$ cat src/rtl/spi_master.sv
// SPI master: sends a command packet to one of CHANNELS slaves, then receives a fixed-width response.
// Defining SPI_MASTER_TIMEOUT_EN adds a bounded wait in START/WAIT that ends with o_error.
module spi_master #(
  parameter int  CHANNELS       = 3,
  parameter int  TX_WIDTH       = 40,
  parameter int  RX_WIDTH       = 16,
  parameter int  TIMEOUT_CYCLES = 64,
  localparam int CH_W           = (CHANNELS > 1) ? $clog2(CHANNELS) : 1,
  localparam int LEN_W          = $clog2(TX_WIDTH + 1)
) (
  input  logic                i_clock,
  input  logic                i_reset,
  input  logic                i_start,
  input  logic [CH_W-1:0]     i_channel,
  input  logic [TX_WIDTH-1:0] i_tx_data,
  input  logic [LEN_W-1:0]    i_tx_len,
  output logic                o_ready,
  output logic [RX_WIDTH-1:0] o_rx_data,
  output logic                o_valid,
  output logic                o_error,
  output logic                o_sclk,
  output logic [CHANNELS-1:0] o_nss,
  output logic                o_mosi,
  input  logic                i_miso,
  output logic [5:0]          o_state
);

  // Handshake: a request is taken on a posedge where i_start=1 and o_ready=1; o_ready then
  // stays low until the one-cycle o_valid pulse, which qualifies o_rx_data and o_error.

  typedef enum logic [5:0] {
    S_IDLE  = 6'b000001,
    S_START = 6'b000010,
    S_SEND  = 6'b000100,
    S_WAIT  = 6'b001000,
    S_RECV  = 6'b010000,
    S_DONE  = 6'b100000
  } state_t;

  localparam int MAXW  = (TX_WIDTH > RX_WIDTH) ? TX_WIDTH : RX_WIDTH;
  localparam int CNT_W = $clog2(MAXW + 1);

  localparam logic [LEN_W-1:0] TX_MAX   = LEN_W'(TX_WIDTH);
  localparam logic [CH_W:0]    CH_LIMIT = (CH_W + 1)'(CHANNELS);
  localparam logic [CNT_W-1:0] RX_LAST  = CNT_W'(RX_WIDTH - 1);

  state_t              state;
  state_t              state_next;
  logic [CH_W-1:0]     ch_q;
  logic [TX_WIDTH-1:0] tx_q;
  logic [CNT_W-1:0]    last_q;
  logic [CNT_W-1:0]    bit_cnt;
  logic [RX_WIDTH-1:0] rx_q;
  logic [RX_WIDTH-1:0] rx_next;
  logic                err_q;
  logic                accept;
  logic                bad_ch;
  logic                busy;
  logic                timeout_hit;
  logic [LEN_W-1:0]    eff_len;

  assign accept  = (state == S_IDLE) && i_start;
  assign bad_ch  = ({1'b0, i_channel} >= CH_LIMIT);
  assign eff_len = ((i_tx_len == '0) || (i_tx_len > TX_MAX)) ? TX_MAX : i_tx_len;
  assign busy    = (state == S_START) || (state == S_SEND) ||
                   (state == S_WAIT)  || (state == S_RECV);
  // Response bits shift in at the top, so after RX_WIDTH samples bit 0 is the first one received.
  assign rx_next = {i_miso, rx_q[RX_WIDTH-1:1]};

`ifdef SPI_MASTER_TIMEOUT_EN
  localparam int WAIT_W = $clog2(TIMEOUT_CYCLES + 1);

  logic [WAIT_W-1:0] wait_cnt;

  always_ff @(posedge i_clock or negedge i_reset) begin
    if (!i_reset) begin
      wait_cnt <= '0;
    end else if (state_next != state) begin
      wait_cnt <= '0;
    end else if ((state == S_START) || (state == S_WAIT)) begin
      wait_cnt <= wait_cnt + WAIT_W'(1);
    end
  end

  assign timeout_hit = (wait_cnt == WAIT_W'(TIMEOUT_CYCLES - 1));
`else
  // No timeout in this build; the parameter stays part of the interface for both builds.
  assign timeout_hit = (TIMEOUT_CYCLES < 0);
`endif

  always_ff @(posedge i_clock or negedge i_reset) begin
    if (!i_reset) begin
      state <= S_IDLE;
    end else begin
      state <= state_next;
    end
  end

  always_comb begin
    state_next = state;
    case (state)
      S_IDLE: begin
        if (i_start) begin
          state_next = bad_ch ? S_DONE : S_START;
        end
      end
      S_START: begin
        if (!i_miso) begin
          state_next = S_SEND;
        end else if (timeout_hit) begin
          state_next = S_DONE;
        end
      end
      S_SEND: begin
        if (bit_cnt == last_q) begin
          state_next = S_WAIT;
        end
      end
      S_WAIT: begin
        if (i_miso) begin
          state_next = S_RECV;
        end else if (timeout_hit) begin
          state_next = S_DONE;
        end
      end
      S_RECV: begin
        if (bit_cnt == RX_LAST) begin
          state_next = S_DONE;
        end
      end
      S_DONE:  state_next = S_IDLE;
      default: state_next = S_IDLE;
    endcase
  end

  always_ff @(posedge i_clock or negedge i_reset) begin
    if (!i_reset) begin
      ch_q      <= '0;
      tx_q      <= '0;
      last_q    <= '0;
      bit_cnt   <= '0;
      rx_q      <= '0;
      o_rx_data <= '0;
      err_q     <= 1'b0;
    end else begin
      if (accept) begin
        ch_q   <= i_channel;
        tx_q   <= i_tx_data;
        last_q <= CNT_W'(eff_len - LEN_W'(1));
        err_q  <= bad_ch;
      end else if (state == S_SEND) begin
        tx_q <= tx_q >> 1;
      end

      if (state_next != state) begin
        bit_cnt <= '0;
      end else if ((state == S_SEND) || (state == S_RECV)) begin
        bit_cnt <= bit_cnt + CNT_W'(1);
      end

      if (state == S_RECV) begin
        rx_q <= rx_next;
        if (state_next == S_DONE) begin
          o_rx_data <= rx_next;
        end
      end

      // Only a timeout can leave START or WAIT straight for DONE.
      if (((state == S_START) || (state == S_WAIT)) && (state_next == S_DONE)) begin
        err_q <= 1'b1;
      end
    end
  end

  always_comb begin
    o_nss = '1;
    for (int i = 0; i < CHANNELS; i++) begin
      if (busy && (ch_q == CH_W'(i))) begin
        o_nss[i] = 1'b0;
      end
    end
  end

  always_comb begin
    o_mosi = 1'b0;
    if (state == S_START) begin
      o_mosi = 1'b1;
    end else if (state == S_SEND) begin
      o_mosi = tx_q[0];
    end
  end

  assign o_ready = (state == S_IDLE);
  assign o_valid = (state == S_DONE);
  assign o_error = err_q;
  assign o_sclk  = i_clock;
  assign o_state = state;

endmodule

$ cat config.mk
export PLATFORM = sky130hd
export DESIGN_NAME = spi_master
export DESIGN_NICKNAME = d
export VERILOG_FILES = /design/src/rtl/spi_master.sv
export SDC_FILE = /design/constraint.sdc
export NUM_CORES = 1
export LEC_CHECK = 0
export CAP_MARGIN = 20
export CORE_MARGIN = 2
export CORE_UTILIZATION = 56
export DETAILED_ROUTE_END_ITERATION = 12
export HOLD_SLACK_MARGIN = 0.1
export PLACE_DENSITY = 0.86
export SLEW_MARGIN = 20
export SYNTH_ARGS = -nofsm -noshare
export SYNTH_HDL_FRONTEND = slang
export SYNTH_SLANG_ARGS = --single-unit
export TNS_END_PERCENT = 30
$ cat constraint.sdc
create_clock -name i_clock -period 4.5 [get_ports i_clock]
set_input_delay 1.35 -clock i_clock [delete_from_list [all_inputs] [get_ports i_clock]]
set_output_delay 1.35 -clock i_clock [all_outputs]
set_load 0.01 [all_outputs]
Word-level counts from Yosys, hierarchy flattened
Cells that the tools add are included.
{"block": "word_totals", "mem_bits_rw": 0, "input_bits": 52, "latch_bits": 0, "word_cells": 60, "regBits": 93, "rom_bits": 0, "n_memories": 0}
{"block": "classes", "n_eq_ne": 12, "shifts": 0, "mux": 19, "div_mod_pow": 0, "n_lt_le_gt_ge": 2, "addsub": 2, "n_mul": 0, "bitwise_logic": 0, "reduce_logical": 17}
{"op": "two-way mux 40 bit", "count": 2}
{"op": "two-way mux 6 bit", "count": 9}
{"op": "one-hot mux 6 bit (5 select lines)", "count": 1}
{"op": "equality test 6 x 4 -> 1 bit (second input constant)", "count": 2}
{"op": "equality test 6 bit (second input constant)", "count": 2}
{"op": "two-way mux 1 bit", "count": 7}
{"op": "adder 6 x 1 -> 6 bit (second input constant)", "count": 1}
{"op": "equality test 6 x 1 -> 1 bit (second input constant)", "count": 1}
{"op": "equality test 6 x 2 -> 1 bit (second input constant)", "count": 1}
{"op": "equality test 6 x 3 -> 1 bit (second input constant)", "count": 1}
{"op": "equality test 6 x 5 -> 1 bit (second input constant)", "count": 1}
{"op": "equality test 6 bit", "count": 1}
{"op": "greater-than comparator 6 bit (second input constant)", "count": 1}
{"op": "zero test 6 bit", "count": 1}
{"op": "logical OR 1 bit", "count": 6}
{"op": "!= test 6 bit", "count": 1}
{"op": "nonzero test 2 bit", "count": 3}
{"op": "subtractor 6 x 1 -> 6 bit (second input constant)", "count": 1}
{"op": "logical AND 1 bit", "count": 5}
{"op": "equality test 2 x 1 -> 1 bit (second input constant)", "count": 1}
{"op": "equality test 2 bit (second input constant)", "count": 1}
{"op": ">= comparator 2 bit (second input constant)", "count": 1}
{"op": "zero test 2 bit", "count": 1}
{"op": "AND reduction 2 bit", "count": 1}

Logic depth before layout (Yosys ltp)
Gate-level depths: netlist of the first run.
{"block": "logic_depth", "word_depth": 7, "mapped_depth": 7, "ltp_nobuf": 6}

==> results_tabular.tex, run 1 <==
\begin{tabular}{lr}
\hline
Metric & Value \\
\hline
\multicolumn{2}{l}{\textbf{Setup path}} \\
Critical path endpoint category & output port \\
Worst-path cell chain & clkbuf\_8, clkbuf\_8, clkdlybuf4s50\_1 \\
Signal arrival time at the worst endpoint & 2.95 ns \\
Worst R2R Setup Slack & 2.12 ns \\
Category of cells accounting for the largest share of critical-path delay & buffers and inverters \\
Worst reg2reg endpoint & o\_rx\_data[1]\$\_DFFE\_PN0P\_ \\
Peak fanout along the critical path & 2 \\
Class of the most critical setup path & clk2out \\
Largest stage delay, worst path & 0.47 ns \\
Cell occurring most often along the worst timing path & sky130\_fd\_sc\_hd\_\_clkbuf\_8 \\
Number of cells on the worst reg-to-reg path & 4 \\
Required @ worst endpoint & 3.15 ns \\
Origin of the critical flop-to-flop path & o\_state[1]\$\_DFF\_PN0\_ \\
Slowest CP cell & sky130\_fd\_sc\_hd\_\_clkdlybuf4s50\_1 \\
Setup crit start kind & clock port \\
CP Buf/Inv Count & 3 \\
\multicolumn{2}{l}{\textbf{STA}} \\
Hold Vio Cnt, Final & 0 \\
Worst setup slack after layout & 0.204 ns \\
Pins over their slew limit & 0 \\
Final setup TNS & 0 ns \\
Unrepaired setup endpoints after global routing & false \\
Final-report setup violation count & 0 \\
Transition at the pin with the smallest max-transition slack & 0.848 ns \\
Worst Clk Skew & 0.0151 ns \\
Relative slew slack & 0.435 \\
\multicolumn{2}{l}{\textbf{Yosys}} \\
Number of warnings reported in the yosys synthesis log & 0 \\
Flops \& latches, synth & 92 \\
Mapped Nets & 511 \\
Async set or reset register ratio after synthesis & 1.00 \\
Gate count of the mapped netlist & 457 \\
EDFF count, synth & 0 \\
Cell variety after synth & 44 \\
Dominant register cell in the synthesized netlist & sky130\_fd\_sc\_hd\_\_dfrtp\_1 \\
Mean area per synthesized cell & 9.28 um2 \\
Sequential share of the synthesized area & 0.543 \\
Post-Synthesis Cell Area & 4240 um2 \\
\multicolumn{2}{l}{\textbf{Pwr}} \\
Total power divided by cell area & 496 nW/um2 \\
Portion of total power attributed to the clock network & 0.238 \\
Sequential cell fraction of total power & 0.468 \\
Leak pwr & 2.38 nW \\
Power consumption & 0.00262 W \\
Maximum VDD drop & 0.309 mV \\
Proportion of power drawn by combinational gates & 0.294 \\
Switching power as a share of total power & 0.355 \\
Power spent charging and discharging nets & 0.000931 W \\
Internal power of the cells & 0.00169 W \\
\multicolumn{2}{l}{\textbf{Finish}} \\
Share of post-route cells with drive strength above 1 & 0.0883 \\
Number of diodes added for antenna fixing & 0 \\
Post-layout net count & 581 \\
P\&R area growth vs syn & 24.5\% \\
Final design instance area without fill & 5280 um2 \\
Layout fillers & 579 \\
Number of non-filler instances in the completed layout & 631 \\
\multicolumn{2}{l}{\textbf{Clocking}} \\
Number of buffers inserted by hold repair at cts & 0 \\
Clock transition at the registers of the reported paths & 0.10 ns \\
Clk\_lat worst skew & 0.47 ns \\
Count of buffers added by post-CTS timing repair for setup & 0 \\
CTS tree & yes \\
Number of resized instances in the post-cts repair step & 0 \\
\multicolumn{2}{l}{\textbf{Hold path}} \\
Cell depth of the worst hold path & 2 \\
Sink of the worst hold path & rx\_q[1]\$\_DFFE\_PN0N\_ \\
Origin of the worst min-delay path & rx\_q[1]\$\_DFFE\_PN0N\_ \\
Kind of path behind the tightest hold check & reg2reg \\
\multicolumn{2}{l}{\textbf{Placement}} \\
HPWL after detailed placement & 6330 um \\
Cells after DPL & 612 \\
Routability congestion estimate & 0.890 \\
Instance area at placement & 5050 um2 \\
Worst setup slack after placement & 0.451 ns \\
Number of buffer cells added on primary ports & 81 \\
\multicolumn{2}{l}{\textbf{Routing}} \\
\# DRC & 0 \\
Remaining number of nets flagged by the antenna check after routing & 0 \\
Via count of the routed design & 3487 \\
Routed via count divided by cell count & 5.53 \\
Starting DRC count in detailed routing & 250 \\
Post-Route WL & 9150 um \\
Pre-antenna DRT Iters & 4 \\
Routed wirelength normalized by instance count & 14.5 um \\
\multicolumn{2}{l}{\textbf{Global routing}} \\
Pin count of the biggest net entering global routing & 88 \\
Via count of the first global-routing pass & 3380 \\
Wire length of the first global-routing pass & 15400 um \\
Antenna violations before repair & 0 \\
Global routing usage summed across all routing layers & 0.232 \\
Total overflow reported by the global router & 0 \\
\multicolumn{2}{l}{\textbf{Floorplan}} \\
DIE WIDTH & 91.0 um \\
Core ar. & 7290 um2 \\
Number of ports placed on the die boundary & 82 \\
Total Die Area & 8290 um2 \\
Standard-cell row count & 31 \\
Initial Utilization & 0.582 \\
Die Y-Extent & 91.0 um \\
\multicolumn{2}{l}{\textbf{Run status}} \\
Outcome & finished clean \\
\multicolumn{2}{l}{\textbf{Job}} \\
Max-cap violation count & 0 \\
\hline
\end{tabular}
==> worst max-delay path by stage <==
stage	start	end	slack (ns)	cells after the start
floorplan	i_clock	o_sclk	0.78	1
global placement	i_clock	o_sclk	0.45	1
detailed placement	i_clock	o_sclk	0.45	1
CTS	i_clock	o_sclk	0.20	3
global route	i_clock	o_sclk	0.18	3
finish	i_clock	o_sclk	0.20	3
==> routing by layer <==
metal / track usage / vias up / wire (um)
met1: 0.299 / 1684 / 4020
met4: 0.0947 / 0 / 130
li1: - / 1693 / -
met5: 0 / - / 0
met3: 0.0523 / 14 / 446
met2: 0.381 / 96 / 4560
==> cell families after synthesis <==
logic type,synth area share
AND/OR/NAND/NOR,0.229
flip-flops,0.543
AO/OA/AOI/OAI,0.103
buffers and inverters,0.0431
multiplexers,0.0472
XOR/XNOR,0.0289
adder cells (fa/ha/maj),0.00590
==> flip-flops by register name (all words and copies together), names as in the netlist <==
| register | cells |
|---|---|
| tx_q | 40 |
| o_rx_data | 16 |
| rx_q | 15 |
| bit_cnt | 6 |
| last_q | 6 |
| o_state | 6 |
| ch_q | 2 |
| o_error | 1 |
==> power by group through the flow <==
stage          registers, W  clock network (W)  logic, W
3_3_place_gp        0.00122          0.0000226  0.000741
5_1_grt             0.00126           0.000682  0.000868
6_report            0.00123           0.000623  0.000771
3_5_place_dp        0.00124          0.0000226  0.000777
4_1_cts             0.00122           0.000636  0.000779
2_1_floorplan       0.00118          0.0000183  0.000560
==> Yosys cell counts, types with 2 or more instances <==
master	n	area [um2]
sky130_fd_sc_hd__nor2_1	50	188
sky130_fd_sc_hd__nand4_1	3	18.8
sky130_fd_sc_hd__xor2_1	8	70.1
sky130_fd_sc_hd__and4_1	2	17.5
sky130_fd_sc_hd__o211ai_1	2	15.0
sky130_fd_sc_hd__buf_2	2	10.0
sky130_fd_sc_hd__mux2i_1	2	20.0
sky130_fd_sc_hd__a31oi_1	45	282
sky130_fd_sc_hd__buf_6	5	56.3
sky130_fd_sc_hd__ha_1	2	25.0
sky130_fd_sc_hd__buf_4	6	45.0
sky130_fd_sc_hd__o21a_1	2	15.0
sky130_fd_sc_hd__o21ai_0	7	35.0
sky130_fd_sc_hd__dfrtp_1	91	2280
sky130_fd_sc_hd__or3_1	2	12.5
sky130_fd_sc_hd__nand2b_1	2	12.5
sky130_fd_sc_hd__clkbuf_1	16	60.1
sky130_fd_sc_hd__xnor2_1	6	52.6
sky130_fd_sc_hd__a21oi_1	2	10.0
sky130_fd_sc_hd__a22oi_1	2	15.0
sky130_fd_sc_hd__nand2_1	147	552
sky130_fd_sc_hd__and3_1	3	18.8
sky130_fd_sc_hd__nor3_1	4	20.0
sky130_fd_sc_hd__inv_1	3	11.3
sky130_fd_sc_hd__nand3_1	7	35.0
sky130_fd_sc_hd__nand3b_1	3	22.5
sky130_fd_sc_hd__mux2_2	16	180
==> metrics by stage <==
step,utilization,hold slack (ns)
2_1_floorplan,-,0.440
3_3_place_gp,0.693,0.457
3_5_place_dp,0.693,0.468
4_1_cts,0.724,0.490
5_1_grt,0.724,0.531
6_report,0.724,0.485
==> cell type report <==
class | instances | area, um2 | area share
multi-input combinational | 333 | 1770 | 0.336
clock inverter | 7 | 65.1 | 0.0123
timing repair buffer | 84 | 828 | 0.157
clock buffer | 13 | 175 | 0.0332
inverter | 3 | 11.3 | 0.00213
sequential | 92 | 2300 | 0.436
tap | 99 | 124 | 0.0235
==> placed cells by master (no fill, tap or decap), types with 3 or more instances in the layout <==
cell type                         synthesis  final
sky130_fd_sc_hd__nand2_1                147    147
sky130_fd_sc_hd__dfrtp_1                 91     91
sky130_fd_sc_hd__clkdlybuf4s50_1          0     80
sky130_fd_sc_hd__nor2_1                  50     50
sky130_fd_sc_hd__a31oi_1                 45     45
sky130_fd_sc_hd__mux2_2                  16     16
sky130_fd_sc_hd__clkbuf_8                 0     12
sky130_fd_sc_hd__xor2_1                   8      8
sky130_fd_sc_hd__o21ai_0                  7      7
sky130_fd_sc_hd__nand3_1                  7      7
sky130_fd_sc_hd__xnor2_1                  6      6
sky130_fd_sc_hd__buf_4                    6      5
sky130_fd_sc_hd__nor3_1                   4      4
sky130_fd_sc_hd__and3_1                   3      3
sky130_fd_sc_hd__inv_1                    3      3
sky130_fd_sc_hd__nand4_1                  3      3
sky130_fd_sc_hd__nand3b_1                 3      3
sky130_fd_sc_hd__inv_6                    0      3
==> worst reg2reg max path: stages (launching register included) <==
cell	delay, ns
sky130_fd_sc_hd__dfrtp_1	0.49
sky130_fd_sc_hd__nor3_1	0.27
sky130_fd_sc_hd__nand3_1	0.53
sky130_fd_sc_hd__nor2_4	0.60
sky130_fd_sc_hd__mux2_2	0.40
No activity file was read; power rests on OpenSTA's default activity.
==> run 2: changes to the inputs <==
CORE_UTILIZATION = 47   (was 56)
PLACE_DENSITY = 0.77   (was 0.86)
clock period = 3.58 ns   (was 4.5 ns; I/O delays follow)
==> run 2 against run 1 <==
Compared with the run above: non-clock buffer count rose by 3; via count decreased by 1.4%; die area is 18% higher; global-route usage down 3.6 points; largest power group unchanged; combinational power rose by 29%.
==> results_tabular.tex, run 2 (synthesized netlist as in run 1, its figures left out) <==
\begin{tabular}{lr}
\hline
Metric & Value \\
\hline
\multicolumn{2}{l}{\textbf{Routing}} \\
Routed via count divided by cell count & 5.35 (-3.2\%) \\
Remaining number of nets flagged by the antenna check after routing & 0 (unchanged) \\
\# DRC & 0 (unchanged) \\
Via count of the routed design & 3439 (-1.4\%) \\
Pre-antenna DRT Iters & 4 (unchanged) \\
Routed wirelength normalized by instance count & 14.4 um (-0.98\%) \\
Post-Route WL & 9240 um (+0.91\%) \\
Starting DRC count in detailed routing & 242 (-3.2\%) \\
\multicolumn{2}{l}{\textbf{Finish}} \\
Layout fillers & 733 (+27\%) \\
Post-layout net count & 584 (+0.52\%) \\
Storage cell area & 2300 um2 (unchanged) \\
Number of diodes added for antenna fixing & 0 (unchanged) \\
Largest register by flop count & tx\_q \\
Area used by multi-input combinational logic & 1780 um2 (+0.35\%) \\
Number of non-filler instances in the completed layout & 643 (+1.9\%) \\
Number of flip-flops under the largest register name & 40 (unchanged) \\
Registers with the most flip-flops & tx\_q x40, o\_rx\_data x16, rx\_q x15 \\
Most frequent cells in the layout & sky130\_fd\_sc\_hd\_\_nand2\_1, sky130\_fd\_sc\_hd\_\_dfrtp\_1, sky130\_fd\_sc\_hd\_\_clkdlybuf4s50\_1, sky130\_fd\_sc\_hd\_\_nor2\_1, sky130\_fd\_sc\_hd\_\_a31oi\_1 \\
Leading cell type in the layout, fill and taps excluded & sky130\_fd\_sc\_hd\_\_nand2\_1 \\
P\&R area growth vs syn & 25.9\% \\
Share of post-route cells with drive strength above 1 & 0.0935 (+0.00511) \\
\multicolumn{2}{l}{\textbf{Floorplan}} \\
Initial Utilization & 0.487 (-0.0953) \\
Die Y-Extent & 99.0 um (+8.8\%) \\
Standard-cell row count & 34 (+9.7\%) \\
DIE WIDTH & 99.0 um (+8.8\%) \\
Number of ports placed on the die boundary & 82 (unchanged) \\
Core ar. & 8720 um2 (+20\%) \\
Total Die Area & 9800 um2 (+18\%) \\
\multicolumn{2}{l}{\textbf{Clocking}} \\
Clk\_lat worst skew & 0.46 ns (about the same) \\
CTS tree & yes \\
Clock transition at the registers of the reported paths & 0.09 ns (about the same) \\
Number of buffers inserted by hold repair at cts & 0 (unchanged) \\
\multicolumn{2}{l}{\textbf{Global routing}} \\
Via count of the first global-routing pass & 3369 (-0.33\%) \\
Pin count of the biggest net entering global routing & 88 (unchanged) \\
Antenna violations before repair & 0 (unchanged) \\
Total overflow reported by the global router & 0 (unchanged) \\
Global routing usage summed across all routing layers & 0.196 (-0.0355) \\
Wire length of the first global-routing pass & 15500 um (+0.94\%) \\
\multicolumn{2}{l}{\textbf{STA}} \\
Transition at the pin with the smallest max-transition slack & 0.611 ns (-0.237 ns) \\
Pins over their slew limit & 0 (unchanged) \\
Hold Vio Cnt, Final & 0 (unchanged) \\
Final-report setup violation count & 0 (unchanged) \\
Worst Clk Skew & 0.0121 ns (-0.00296 ns) \\
Unrepaired setup endpoints after global routing & false \\
Relative slew slack & 0.593 (+0.158) \\
Final setup TNS & 0 ns (unchanged) \\
\multicolumn{2}{l}{\textbf{Setup path}} \\
Signal arrival time at the worst endpoint & 2.48 ns (-0.47 ns) \\
Required @ worst endpoint & 2.51 ns (-0.64 ns) \\
Class of the most critical setup path & clk2out \\
Critical path endpoint category & output port \\
Peak fanout along the critical path & 2 (unchanged) \\
Setup crit start kind & clock port \\
\multicolumn{2}{l}{\textbf{Placement}} \\
Number of buffer cells added on primary ports & 81 (unchanged) \\
Cells after DPL & 623 (+1.8\%) \\
Routability congestion estimate & 0.897 (+0.80\%) \\
HPWL after detailed placement & 6390 um (+0.97\%) \\
\multicolumn{2}{l}{\textbf{Hold path}} \\
Kind of path behind the tightest hold check & reg2reg \\
\multicolumn{2}{l}{\textbf{Pwr}} \\
Maximum VDD drop & 0.281 mV (-9.0\%) \\
Leak pwr & 2.40 nW (+1.0\%) \\
Total power divided by cell area & 616 nW/um2 (+24\%) \\
\multicolumn{2}{l}{\textbf{Job}} \\
Max-cap violation count & 0 (unchanged) \\
\multicolumn{2}{l}{\textbf{Run status}} \\
Outcome & finished clean \\
\hline
\end{tabular}
[run 2: cell types whose count changed in the layout (fill, tap and decap cells not counted), moves of 2 or more]
cell                       delta
sky130_fd_sc_hd__buf_12       +2
sky130_fd_sc_hd__clkbuf_8     +2
sky130_fd_sc_hd__clkinv_2     +2
sky130_fd_sc_hd__inv_6        -2
sky130_fd_sc_hd__inv_8        -2
[run 2: critical path, stage by stage]
cell and delay, ns:
sky130_fd_sc_hd__clkbuf_8 0.11, sky130_fd_sc_hd__clkbuf_8 0.12, sky130_fd_sc_hd__clkdlybuf4s50_1 0.46
[run 2: cell type report]
cell class,instances,share of cell area
sequential,92,0.431
multi-input combinational,333,0.333
timing repair buffer,87,0.164
clock buffer,15,0.0379
tap,108,0.0253
clock inverter,5,0.00632
inverter,3,0.00211
[run 2: worst paths after layout]
check | start | endpoint | slack, ns | cells after the start
worst max-delay path | i_clock | o_sclk | 0.02 | 3
worst max register to register | o_state[5]$_DFF_PN0_ | bit_cnt[5]$_DFFE_PN0P_ | 1.36 | 5
worst min-delay path | rx_q[1]$_DFFE_PN0N_ | rx_q[1]$_DFFE_PN0N_ | 0.49 | 2
max in group asynchronous | i_reset | o_state[0]$_DFF_PN1_ | 2.31 | 2
min in group asynchronous | i_reset | o_rx_data[0]$_DFFE_PN0P_ | 0.59 | 1
worst min register to register | rx_q[1]$_DFFE_PN0N_ | rx_q[1]$_DFFE_PN0N_ | 0.49 | 2
[run 2: report_power, final]
group          switching (W)  total, W  internal (W)
Combinational       0.000540  0.000993      0.000454
Sequential          0.000200   0.00153       0.00133
Clock               0.000384  0.000765      0.000381
Total                0.00112   0.00329       0.00217
[run 2: per-stage QoR]
step / setup WS, ns / util / power, W / area (um2) / hold WS [ns]
2_1_floorplan: 0.597 / - / 0.00222 / 4240 / 0.440
3_3_place_gp: 0.267 / 0.585 / 0.00253 / 5100 / 0.456
3_5_place_dp: 0.267 / 0.585 / 0.00257 / 5100 / 0.481
4_1_cts: 0.0135 / 0.611 / 0.00332 / 5330 / 0.502
5_1_grt: 0.000117 / 0.613 / 0.00351 / 5340 / 0.525
6_report: 0.0242 / 0.613 / 0.00329 / 5340 / 0.490
[run 2: metal layers]
layer  vias up  global-route usage  share of wire
met5         -                   0              0
met3        10              0.0461          0.051
met2        96               0.328           0.49
met4         0              0.0643         0.0092
met1      1641               0.253           0.45
li1       1692                   -              -
[run 2: what timing repair did]
action,CTS,global route
setup endpoints to repair,0,3
buffers inserted,0,1
gates resized for setup,0,1
==> run 3: changes to the inputs <==
CTS_CLUSTER_DIAMETER = 30   (was default)
==> results of run 3 <==
Same layout as run 2: the final DEF is identical, and so are final timing and power.
